## src/rtl/tt_logic_unit_pipe_if.sv

```systemverilog
// Purpose: operand/result handshake bundle for tt_logic_unit_pipe.
// Latency: none; this file only groups wires.
// Backpressure: in_valid/in_ready upstream, out_valid/out_ready downstream.
// Ports: master drives operands and out_ready; slave (the unit) drives
//        in_ready, result, flags and the consumed-transaction count.
interface tt_logic_unit_pipe_if #(
    parameter int WIDTH = 8,
    parameter int CNT_W = 16
);
    logic             in_valid;
    logic             in_ready;
    logic [WIDTH-1:0] a;
    logic [WIDTH-1:0] b;
    logic [2:0]       op;
    logic             acc_en;
    logic             acc_clr;
    logic             out_valid;
    logic             out_ready;
    logic [WIDTH-1:0] y;
    logic             zero;
    logic             carry;
    logic [CNT_W-1:0] txn_count;

    modport master (
        output in_valid, a, b, op, acc_en, acc_clr, out_ready,
        input  in_ready, out_valid, y, zero, carry, txn_count
    );

    modport slave (
        input  in_valid, a, b, op, acc_en, acc_clr, out_ready,
        output in_ready, out_valid, y, zero, carry, txn_count
    );
endinterface

```

## src/rtl/tt_logic_unit_pipe.sv

```systemverilog
// Purpose: two-stage logic/ADD unit with optional accumulator operand.
// Latency: accepted at edge N, result valid after edge N+1 (full throughput).
// Backpressure: in_ready = !s1_valid || s2_load, combinational from out_ready.
// Ports: clk, reset (async, active-high), bus (slave modport): operands
//        a/b/op/acc_en/acc_clr in, y/zero/carry/txn_count out.
module tt_logic_unit_pipe #(
    parameter int WIDTH = 8,
    parameter int CNT_W = 16
) (
    input  logic                 clk,
    input  logic                 reset,
    tt_logic_unit_pipe_if.slave  bus
);
    localparam logic [2:0] OP_AND  = 3'd0;
    localparam logic [2:0] OP_OR   = 3'd1;
    localparam logic [2:0] OP_XOR  = 3'd2;
    localparam logic [2:0] OP_NAND = 3'd3;
    localparam logic [2:0] OP_NOR  = 3'd4;
    localparam logic [2:0] OP_XNOR = 3'd5;
    localparam logic [2:0] OP_ADD  = 3'd6;
    localparam logic [2:0] OP_PASS = 3'd7;

    // Stage 1: captured operands
    logic             s1_valid;
    logic [WIDTH-1:0] s1_a;
    logic [WIDTH-1:0] s1_b;
    logic [2:0]       s1_op;
    logic             s1_acc_en;

    // Stage 2: registered result
    logic             out_valid_q;
    logic [WIDTH-1:0] y_q;
    logic             zero_q;
    logic             carry_q;
    logic [CNT_W-1:0] cnt_q;

    logic [WIDTH-1:0] acc;

    logic             s2_load;
    logic             s1_ready;
    logic [WIDTH-1:0] b_sel;
    logic [WIDTH:0]   sum;
    logic [WIDTH-1:0] res;
    logic             res_carry;

    assign s2_load  = !out_valid_q || bus.out_ready;
    assign s1_ready = !s1_valid || s2_load;

    assign bus.in_ready  = s1_ready;
    assign bus.out_valid = out_valid_q;
    assign bus.y         = y_q;
    assign bus.zero      = zero_q;
    assign bus.carry     = carry_q;
    assign bus.txn_count = cnt_q;

    // The accumulator is read here, at stage-2 time, so an accumulate
    // transaction sitting in stage 1 sees the result of the one just ahead.
    always_comb begin
        b_sel     = s1_acc_en ? acc : s1_b;
        sum       = {1'b0, s1_a} + {1'b0, b_sel};
        res       = '0;
        res_carry = 1'b0;
        case (s1_op)
            OP_AND:  res = s1_a & b_sel;
            OP_OR:   res = s1_a | b_sel;
            OP_XOR:  res = s1_a ^ b_sel;
            OP_NAND: res = ~(s1_a & b_sel);
            OP_NOR:  res = ~(s1_a | b_sel);
            OP_XNOR: res = ~(s1_a ^ b_sel);
            OP_ADD: begin
                res       = sum[WIDTH-1:0];
                res_carry = sum[WIDTH];
            end
            OP_PASS: res = s1_a;
            default: res = s1_a;
        endcase
    end

    // Stage 1 advances (fills or empties) whenever it can hand its contents on.
    always_ff @(posedge clk or posedge reset) begin
        if (reset) begin
            s1_valid  <= 1'b0;
            s1_a      <= '0;
            s1_b      <= '0;
            s1_op     <= '0;
            s1_acc_en <= 1'b0;
        end else if (s1_ready) begin
            s1_valid <= bus.in_valid;
            if (bus.in_valid) begin
                s1_a      <= bus.a;
                s1_b      <= bus.b;
                s1_op     <= bus.op;
                s1_acc_en <= bus.acc_en;
            end
        end
    end

    // Result fields only move on a real transaction so y holds across bubbles.
    always_ff @(posedge clk or posedge reset) begin
        if (reset) begin
            out_valid_q <= 1'b0;
            y_q         <= '0;
            zero_q      <= 1'b0;
            carry_q     <= 1'b0;
        end else if (s2_load) begin
            out_valid_q <= s1_valid;
            if (s1_valid) begin
                y_q     <= res;
                zero_q  <= (res == '0);
                carry_q <= res_carry;
            end
        end
    end

    // Clear has priority over a coincident accumulate load.
    always_ff @(posedge clk or posedge reset) begin
        if (reset) begin
            acc <= '0;
        end else if (bus.acc_clr) begin
            acc <= '0;
        end else if (s2_load && s1_valid && s1_acc_en) begin
            acc <= res;
        end
    end

    always_ff @(posedge clk or posedge reset) begin
        if (reset) begin
            cnt_q <= '0;
        end else if (out_valid_q && bus.out_ready) begin
            cnt_q <= cnt_q + 1'b1;
        end
    end
endmodule

```

## src/flat_wrapper.sv

```systemverilog
// flat-port wrapper written by rule: the top's interface ports become plain ports
module tt_logic_unit_pipe_flat 
#(
    parameter int WIDTH = 8,
    parameter int CNT_W = 16
)
  (clk, reset, bus_in_valid, bus_a, bus_b, bus_op, bus_acc_en, bus_acc_clr, bus_out_ready, bus_in_ready, bus_out_valid, bus_y, bus_zero, bus_carry, bus_txn_count);
  tt_logic_unit_pipe_if #(.WIDTH(WIDTH), .CNT_W(CNT_W)) bus_i ();
  input  logic clk;
  input  logic reset;
  input wire logic [$bits(bus_i.in_valid)-1:0] bus_in_valid;
  input wire logic [$bits(bus_i.a)-1:0] bus_a;
  input wire logic [$bits(bus_i.b)-1:0] bus_b;
  input wire logic [$bits(bus_i.op)-1:0] bus_op;
  input wire logic [$bits(bus_i.acc_en)-1:0] bus_acc_en;
  input wire logic [$bits(bus_i.acc_clr)-1:0] bus_acc_clr;
  input wire logic [$bits(bus_i.out_ready)-1:0] bus_out_ready;
  output wire logic [$bits(bus_i.in_ready)-1:0] bus_in_ready;
  output wire logic [$bits(bus_i.out_valid)-1:0] bus_out_valid;
  output wire logic [$bits(bus_i.y)-1:0] bus_y;
  output wire logic [$bits(bus_i.zero)-1:0] bus_zero;
  output wire logic [$bits(bus_i.carry)-1:0] bus_carry;
  output wire logic [$bits(bus_i.txn_count)-1:0] bus_txn_count;
  assign bus_i.in_valid = bus_in_valid;
  assign bus_i.a = bus_a;
  assign bus_i.b = bus_b;
  assign bus_i.op = bus_op;
  assign bus_i.acc_en = bus_acc_en;
  assign bus_i.acc_clr = bus_acc_clr;
  assign bus_i.out_ready = bus_out_ready;
  assign bus_in_ready = bus_i.in_ready;
  assign bus_out_valid = bus_i.out_valid;
  assign bus_y = bus_i.y;
  assign bus_zero = bus_i.zero;
  assign bus_carry = bus_i.carry;
  assign bus_txn_count = bus_i.txn_count;
  tt_logic_unit_pipe #(.WIDTH(WIDTH), .CNT_W(CNT_W)) u_core (.clk(clk), .reset(reset), .bus(bus_i));
endmodule
```

## config.mk

```make
export PLATFORM = sky130hd
export DESIGN_NAME = tt_logic_unit_pipe_flat
export DESIGN_NICKNAME = d
export VERILOG_FILES = /design/src/rtl/tt_logic_unit_pipe_if.sv /design/src/rtl/tt_logic_unit_pipe.sv /design/src/flat_wrapper.sv
export SDC_FILE = /design/constraint.sdc
export NUM_CORES = 1
export LEC_CHECK = 0
export CAP_MARGIN = 20
export CORE_ASPECT_RATIO = 1.1
export CORE_MARGIN = 8
export CORE_UTILIZATION = 45
export DETAILED_ROUTE_END_ITERATION = 8
export PLACE_DENSITY_LB_ADDON = 0.08
export SLEW_MARGIN = 20
export SYNTH_ARGS = -nofsm -noshare
export SYNTH_HDL_FRONTEND = slang
export SYNTH_SLANG_ARGS = --single-unit
export TNS_END_PERCENT = 20
```

## constraint.sdc

```tcl
create_clock -name clk -period 3.9 [get_ports clk]
set_input_delay 0.585 -clock clk [delete_from_list [all_inputs] [get_ports clk]]
set_output_delay 0.585 -clock clk [all_outputs]
set_load 0.01 [all_outputs]
```

==> results of run 1 <==
==> area by class of cell <==
cell class              count  area share
clock inverters             3     0.00553
multi-input cells         259       0.457
clock buffers               5      0.0169
repair buffers             53       0.130
flip-flops and latches     56       0.344
well taps                  87      0.0267
inverters                  22      0.0203
==> metrics by stage <==
step           cell area, um^2  power [W]   util  std cells
2_1_floorplan             3440    0.00134      -        353
3_3_place_gp              3980    0.00163  0.536        477
3_5_place_dp              3980    0.00164  0.536        477
4_1_cts                   4070    0.00197  0.548        485
5_1_grt                   4070    0.00209  0.548        485
6_report                  4070    0.00195  0.548        485
==> layout by cell type (no fill, tap or decap), types with 4 or more instances in the layout <==
| master | netlist | final |
|---|---|---|
| dfrtp_1 | 56 | 56 |
| clkdlybuf4s50_1 | 0 | 52 |
| nand2_1 | 37 | 37 |
| mux2_2 | 27 | 27 |
| inv_1 | 21 | 20 |
| a21oi_1 | 19 | 19 |
| nor2_1 | 18 | 18 |
| ha_1 | 18 | 18 |
| nand2b_1 | 12 | 12 |
| nor2b_1 | 11 | 11 |
| mux2i_1 | 11 | 11 |
| xnor2_1 | 10 | 10 |
| o21ai_0 | 9 | 9 |
| nand3_1 | 9 | 9 |
| xor2_1 | 6 | 6 |
| a211oi_1 | 6 | 6 |
| nand3b_1 | 5 | 5 |
| and3_1 | 5 | 5 |
| nand4_1 | 5 | 5 |
| clkbuf_8 | 0 | 5 |
| a21o_1 | 4 | 4 |
| nor3_1 | 4 | 4 |
==> path summary, 6_finish.rpt <==
path                                                           start                                   end  slack (ps)  depth (start not counted)
worst min-delay path            u_core.bus.txn_count[13]$_DFFE_PP0P_  u_core.bus.txn_count[13]$_DFFE_PP0P_         500                          1
min in group asynchronous                                      reset            u_core.s1_b[5]$_DFFE_PP0P_         670                          2
worst max register to register          u_core.s1_acc_en$_DFFE_PP0P_           u_core.bus.zero$_DFFE_PP0P_         990                         10
worst min register to register  u_core.bus.txn_count[13]$_DFFE_PP0P_  u_core.bus.txn_count[13]$_DFFE_PP0P_         500                          1
worst max-delay path                    u_core.s1_acc_en$_DFFE_PP0P_           u_core.bus.zero$_DFFE_PP0P_         990                         10
max in group asynchronous                                      reset            u_core.s1_b[3]$_DFFE_PP0P_        2460                          3
==> sequential cells by signal, summed over array words and instances (netlist names) <==
register              cells
u_core.bus.zero           1
u_core.s1_op              3
u_core.s1_valid           1
u_core.acc                8
u_core.s1_b               8
u_core.bus.txn_count     16
u_core.s1_acc_en          1
u_core.bus.carry          1
u_core.bus.out_valid      1
u_core.bus.y              8
u_core.s1_a               8
==> worst max-delay path, delay by kind of cell, from the launching register on <==
kind                     cells  cell delay, ps
adder cells (fa/ha/maj)      2             650
AND/OR/NAND/NOR              2             270
multiplexers                 1             300
AO/OA/AOI/OAI                4             850
buffers and inverters        1              70
flip-flops                   1             680
==> cells by family after synthesis <==
group	after synthesis
adder cells (fa/ha/maj)	19
flip-flops	56
multiplexers	38
buffers and inverters	38
AND/OR/NAND/NOR	119
AO/OA/AOI/OAI	67
XOR/XNOR	16
==> where the power goes <==
group	switching [W]	internal, W
combinational	0.000393	0.000411
clock	0.000201	0.000129
sequential	0.000130	0.000687
total	0.000723	0.00123
==> metal layers <==
layer	GRT usage	vias to the layer above
li1	-	1315
met1	0.191	1264
met2	0.287	39
met3	0.0336	7
met4	0.0368	0
met5	0	-
==> run summary, run 1 <==
Yosys reg bits = 56
Slew Viols, Final = 0
Pre-CTS WS = 1010 ps
CTS max path bufs = 2
Final WS setup = 990 ps
Root buf cell = clkbuf_8
Most frequent cell after synthesis = dfrtp_1
Port Buffer Count = 52
Hold_ws = 496 ps
XOR/XNOR share of the synthesized area = 0.0408
Largest family of logic cells by synthesized area = simple AND/OR/NAND/NOR gates
Total number of vias = 2,625
Tcrit/Tclk final = 0.746
Layout cell share with drive strength beyond 1 = 0.121
Antenna-violating nets left = 0
Worst-margin pin slew = 994 ps
VDD IR max = 0.000297 V
Largest net degree at the start of global routing = 35
Met2 wire length = 4.08 mm
Total CTS buffers = 5
HPWL Detailed = 6.24 mm
Pwr dens = 479 mW/mm^2
Synth top area share = 0.408
Max FO, Critical Path = 11
EDFF count, synth = 0
Status = finished, final reports clean
Synth Area in Adders = 0.0714
Crit path cell chain = mux2i_1 > inv_1 > ha_1 > fa_1 > nand3_1 > a211o_1 > o32ai_1 > a211oi_1 > nand4_1 > o41ai_2
Vias in the first global route = 2,791
Worst setup SP type = flip-flop
Routed WL per cell = 16.8 um
Mux contribution to synthesized area = 0.121
Setup CP Type = flip-flop to flip-flop
CTS Hold Buffers Added = 0
Top cells by count, synth = dfrtp_1, nand2_1, mux2_2, inv_1, a21oi_1
# DRC = 0
Die ar. = 0.0107 mm^2
Routed metal-1 wirelength = 3.67 mm
Mapped Area = 0.00344 mm^2
Ys Warns = 0
Drt pass-1 iters = 4
Post-CTS sizing = 0
Predominant post-synthesis flop cell = dfrtp_1
Simple-gate share of the synthesized area = 0.177
WL met3 = 309 um
DR vias/cell = 5.41
CP required = 4110 ps
Initial antenna violation count = 0
Setup TNS = 0 ps
Complex-gate fraction of the synthesized area = 0.132
Core Region = 0.00743 mm^2
Syn Area/Cell = 9.73 um^2
Max Cap Viol = 0
Crit end category = flip-flop
Worst stage delay on the critical path = 680 ps
DRT iter0 DRCs = 88
WL final = 8.15 mm
First-pass GRT wire length = 13.9 mm
Unrepaired setup endpoints after global routing = false
Slowest CP cell = dfrtp_1
RePlAce Congestion = 0.860
Filler Cell Count = 675
Footprint of the multi-input gates = 0.00186 mm^2
Syn nets = 397
Initial core utilization = 0.462
Gr usage total = 0.160
Worst-Skew Late Latency = 310 ps
Die H = 108 um
Slew HR = 0.337
HP Class = flip-flop to flip-flop
Core Rows = 33
Die span in x = 99.3 um
Post-synth ARST share = 1.00
Ports = 53
CTS tree = built
Pleak = 1.83 nW
Netlist cell types = 57
Post-layout net count = 441
Share of the yosys chip area belonging to registers = 0.408
H-tree depth = 2
Area leader, netlist = dfrtp_1
Clock sink total = 56
Top cells by area, synth = dfrtp_1, mux2_2, ha_1
Global route total overflow = 0
Worst EP arrival = 3120 ps
Area growth syn-to-layout = 18.6%
Gate Count Post-Synth = 353
Top sig layer = met4
Min Tclk post-route = 2910 ps
Reg area = 0.00140 mm^2
Worst Clk Skew = 5.69 ps
CTS clock-pin slew for the worst setup and hold paths = 110 ps
Endpoints failing hold = 0
Count of final setup violators = 0
Diode count = 0
Max Fclk = 0.344 GHz
Post-CTS Repair Setup Buffers = 0
No activity file was read; power rests on OpenSTA's default activity.
==> run 2: changes to the inputs <==
- clock period: 3.9 -> 2.7 ns (I/O delays scaled with it)
==> run summary, run 2 (synthesized netlist as in run 1, its figures left out) <==
Crit path cell chain = buf_4 > mux2i_1 > ha_1 > nor2b_1 > o32a_1 > a21oi_1 > o21ai_1 > nand4_1 > nor3b_1
Largest net degree at the start of global routing = 57 (+63%)
Root buf cell = clkbuf_8
VDD IR max = 0.000418 V (+41%)
Final WS setup = 134 ps (-855 ps)
Die ar. = 0.0107 mm^2 (unchanged)
Worst-margin pin slew = 859 ps (-135 ps)
Initial core utilization = 0.462 (unchanged)
Footprint of the multi-input gates = 0.00189 mm^2 (+1.7%)
Port Buffer Count = 52 (unchanged)
Max FO, Critical Path = 7 (-4)
# DRC = 0 (unchanged)
Setup CP Type = flip-flop to flip-flop
Largest delay share family, worst path = compound AO/OA/AOI/OAI gates
DRT iter0 DRCs = 102 (+16%)
CTS max path bufs = 2 (unchanged)
Total number of vias = 2,737 (+4.3%)
H-tree depth = 2 (unchanged)
WL final = 8.37 mm (+2.6%)
Unrepaired setup endpoints after global routing = true
Global route total overflow = 0 (unchanged)
Gr usage total = 0.166 (+0.00558)
Worst Clk Skew = 14.0 ps (+8.32 ps)
Status = finished, final reports clean
Pre-CTS WS = 103 ps (-910 ps)
Area growth syn-to-layout = 21.5%
Worst stage delay on the critical path = 430 ps (-250 ps)
Worst EP arrival = 2790 ps (-330 ps)
Max Cap Viol = 0 (unchanged)
Drt pass-1 iters = 4 (unchanged)
Die H = 108 um (unchanged)
Routed WL per cell = 17.0 um (+0.95%)
Most common cell after layout, fill and taps aside = dfrtp_1
Min Tclk post-route = 2570 ps (-345 ps)
CTS Hold Buffers Added = 0 (unchanged)
Max reg flops = 16 (unchanged)
Worst-Skew Late Latency = 310 ps (about the same)
Tcrit/Tclk final = 0.950 (+0.204)
Post-layout net count = 449 (+1.8%)
Initial antenna violation count = 0 (unchanged)
Max Fclk = 0.390 GHz (+13%)
Pleak = 1.87 nW (+2.2%)
Hold_ws = 486 ps (-9.60 ps)
Die span in x = 99.3 um (unchanged)
Slew Viols, Final = 0 (unchanged)
HPWL Detailed = 6.27 mm (+0.58%)
Crit end category = flip-flop
RePlAce Congestion = 0.902 (+4.9%)
Endpoints failing hold = 0 (unchanged)
CTS clock-pin slew for the worst setup and hold paths = 100 ps (about the same)
Total CTS buffers = 5 (unchanged)
Core Region = 0.00743 mm^2 (unchanged)
Clock sink total = 56 (unchanged)
Buffers plus inverters on the worst setup path = 1 (unchanged)
Vias in the first global route = 2,851 (+2.1%)
Diode count = 0 (unchanged)
CP required = 2930 ps (-1180 ps)
Ports = 53 (unchanged)
Pwr dens = 689 mW/mm^2 (+44%)
Antenna-violating nets left = 0 (unchanged)
Core Rows = 33 (unchanged)
CTS tree = built
Count of final setup violators = 0 (unchanged)
Worst setup SP type = flip-flop
HP Class = flip-flop to flip-flop
Reg area = 0.00140 mm^2 (about the same)
First-pass GRT wire length = 14.4 mm (+4.0%)
Slew HR = 0.427 (+0.0902)
Slowest CP cell = dfrtp_2
Layout cell share with drive strength beyond 1 = 0.158 (+0.0370)
Commonest cells after routing, fill and taps aside = dfrtp_1, clkdlybuf4s50_1, nand2_1
DR vias/cell = 5.55 (+2.6%)
Filler Cell Count = 704 (+4.3%)
## run 2: stage by stage
step | instance area [um^2] | cells | total power (W) | setup TNS, ps | util
after floorplan | 3440 | 353 | 0.00193 | 0 | -
after CTS | 4140 | 493 | 0.00288 | 0 | 0.557
after detailed placement | 4060 | 485 | 0.00241 | 0 | 0.546
after global placement | 4060 | 485 | 0.00240 | 0 | 0.546
after global routing | 4170 | 493 | 0.00309 | -21.4 | 0.562
final | 4170 | 493 | 0.00287 | 0 | 0.562
## run 2: metal layers
layer / up-vias / wire length [um] / track usage / part of all wire
met3: 10 / 333 / 0.0336 / 0.040
met1: 1328 / 3790 / 0.208 / 0.45
li1: 1331 / - / - / -
met4: 0 / 118 / 0.0574 / 0.014
met5: - / 0 / 0 / 0
met2: 68 / 4130 / 0.277 / 0.49
## run 2: layout make-up
cell class,instances,share of cell area
clock inverters,2,0.00330
well taps,87,0.0261
multi-input cells,259,0.454
repair buffers,61,0.144
flip-flops and latches,56,0.336
inverters,22,0.0198
clock buffers,6,0.0174
## run 2: where the power goes
part / internal [W] / leakage (nW) / switching (W)
clock: 0.000186 / 0.0456 / 0.000275
sequential: 0.000994 / 0.700 / 0.000181
combinational: 0.000638 / 1.13 / 0.000600
total: 0.00182 / 1.87 / 0.00106
## run 2: path summary, 6_finish.rpt
| path | start | to | slack [ps] | depth (start not counted) |
|---|---|---|---|---|
| setup reg to reg | u_core.s1_acc_en$_DFFE_PP0P_ | u_core.acc[7]$_DFFE_PP0P_ | 130 | 9 |
| setup / recovery | u_core.s1_acc_en$_DFFE_PP0P_ | u_core.acc[7]$_DFFE_PP0P_ | 130 | 9 |
| hold reg to reg | u_core.bus.txn_count[15]$_DFFE_PP0P_ | u_core.bus.txn_count[15]$_DFFE_PP0P_ | 490 | 1 |
| hold / removal | u_core.bus.txn_count[15]$_DFFE_PP0P_ | u_core.bus.txn_count[15]$_DFFE_PP0P_ | 490 | 1 |
| min in group asynchronous | reset | u_core.s1_b[5]$_DFFE_PP0P_ | 610 | 3 |
| max in group asynchronous | reset | u_core.s1_acc_en$_DFFE_PP0P_ | 1580 | 3 |
## run 2: timing repair
item,CTS,global route
gates resized for setup,0,9
endpoints found under the setup margin,0,5
buffers inserted,0,0
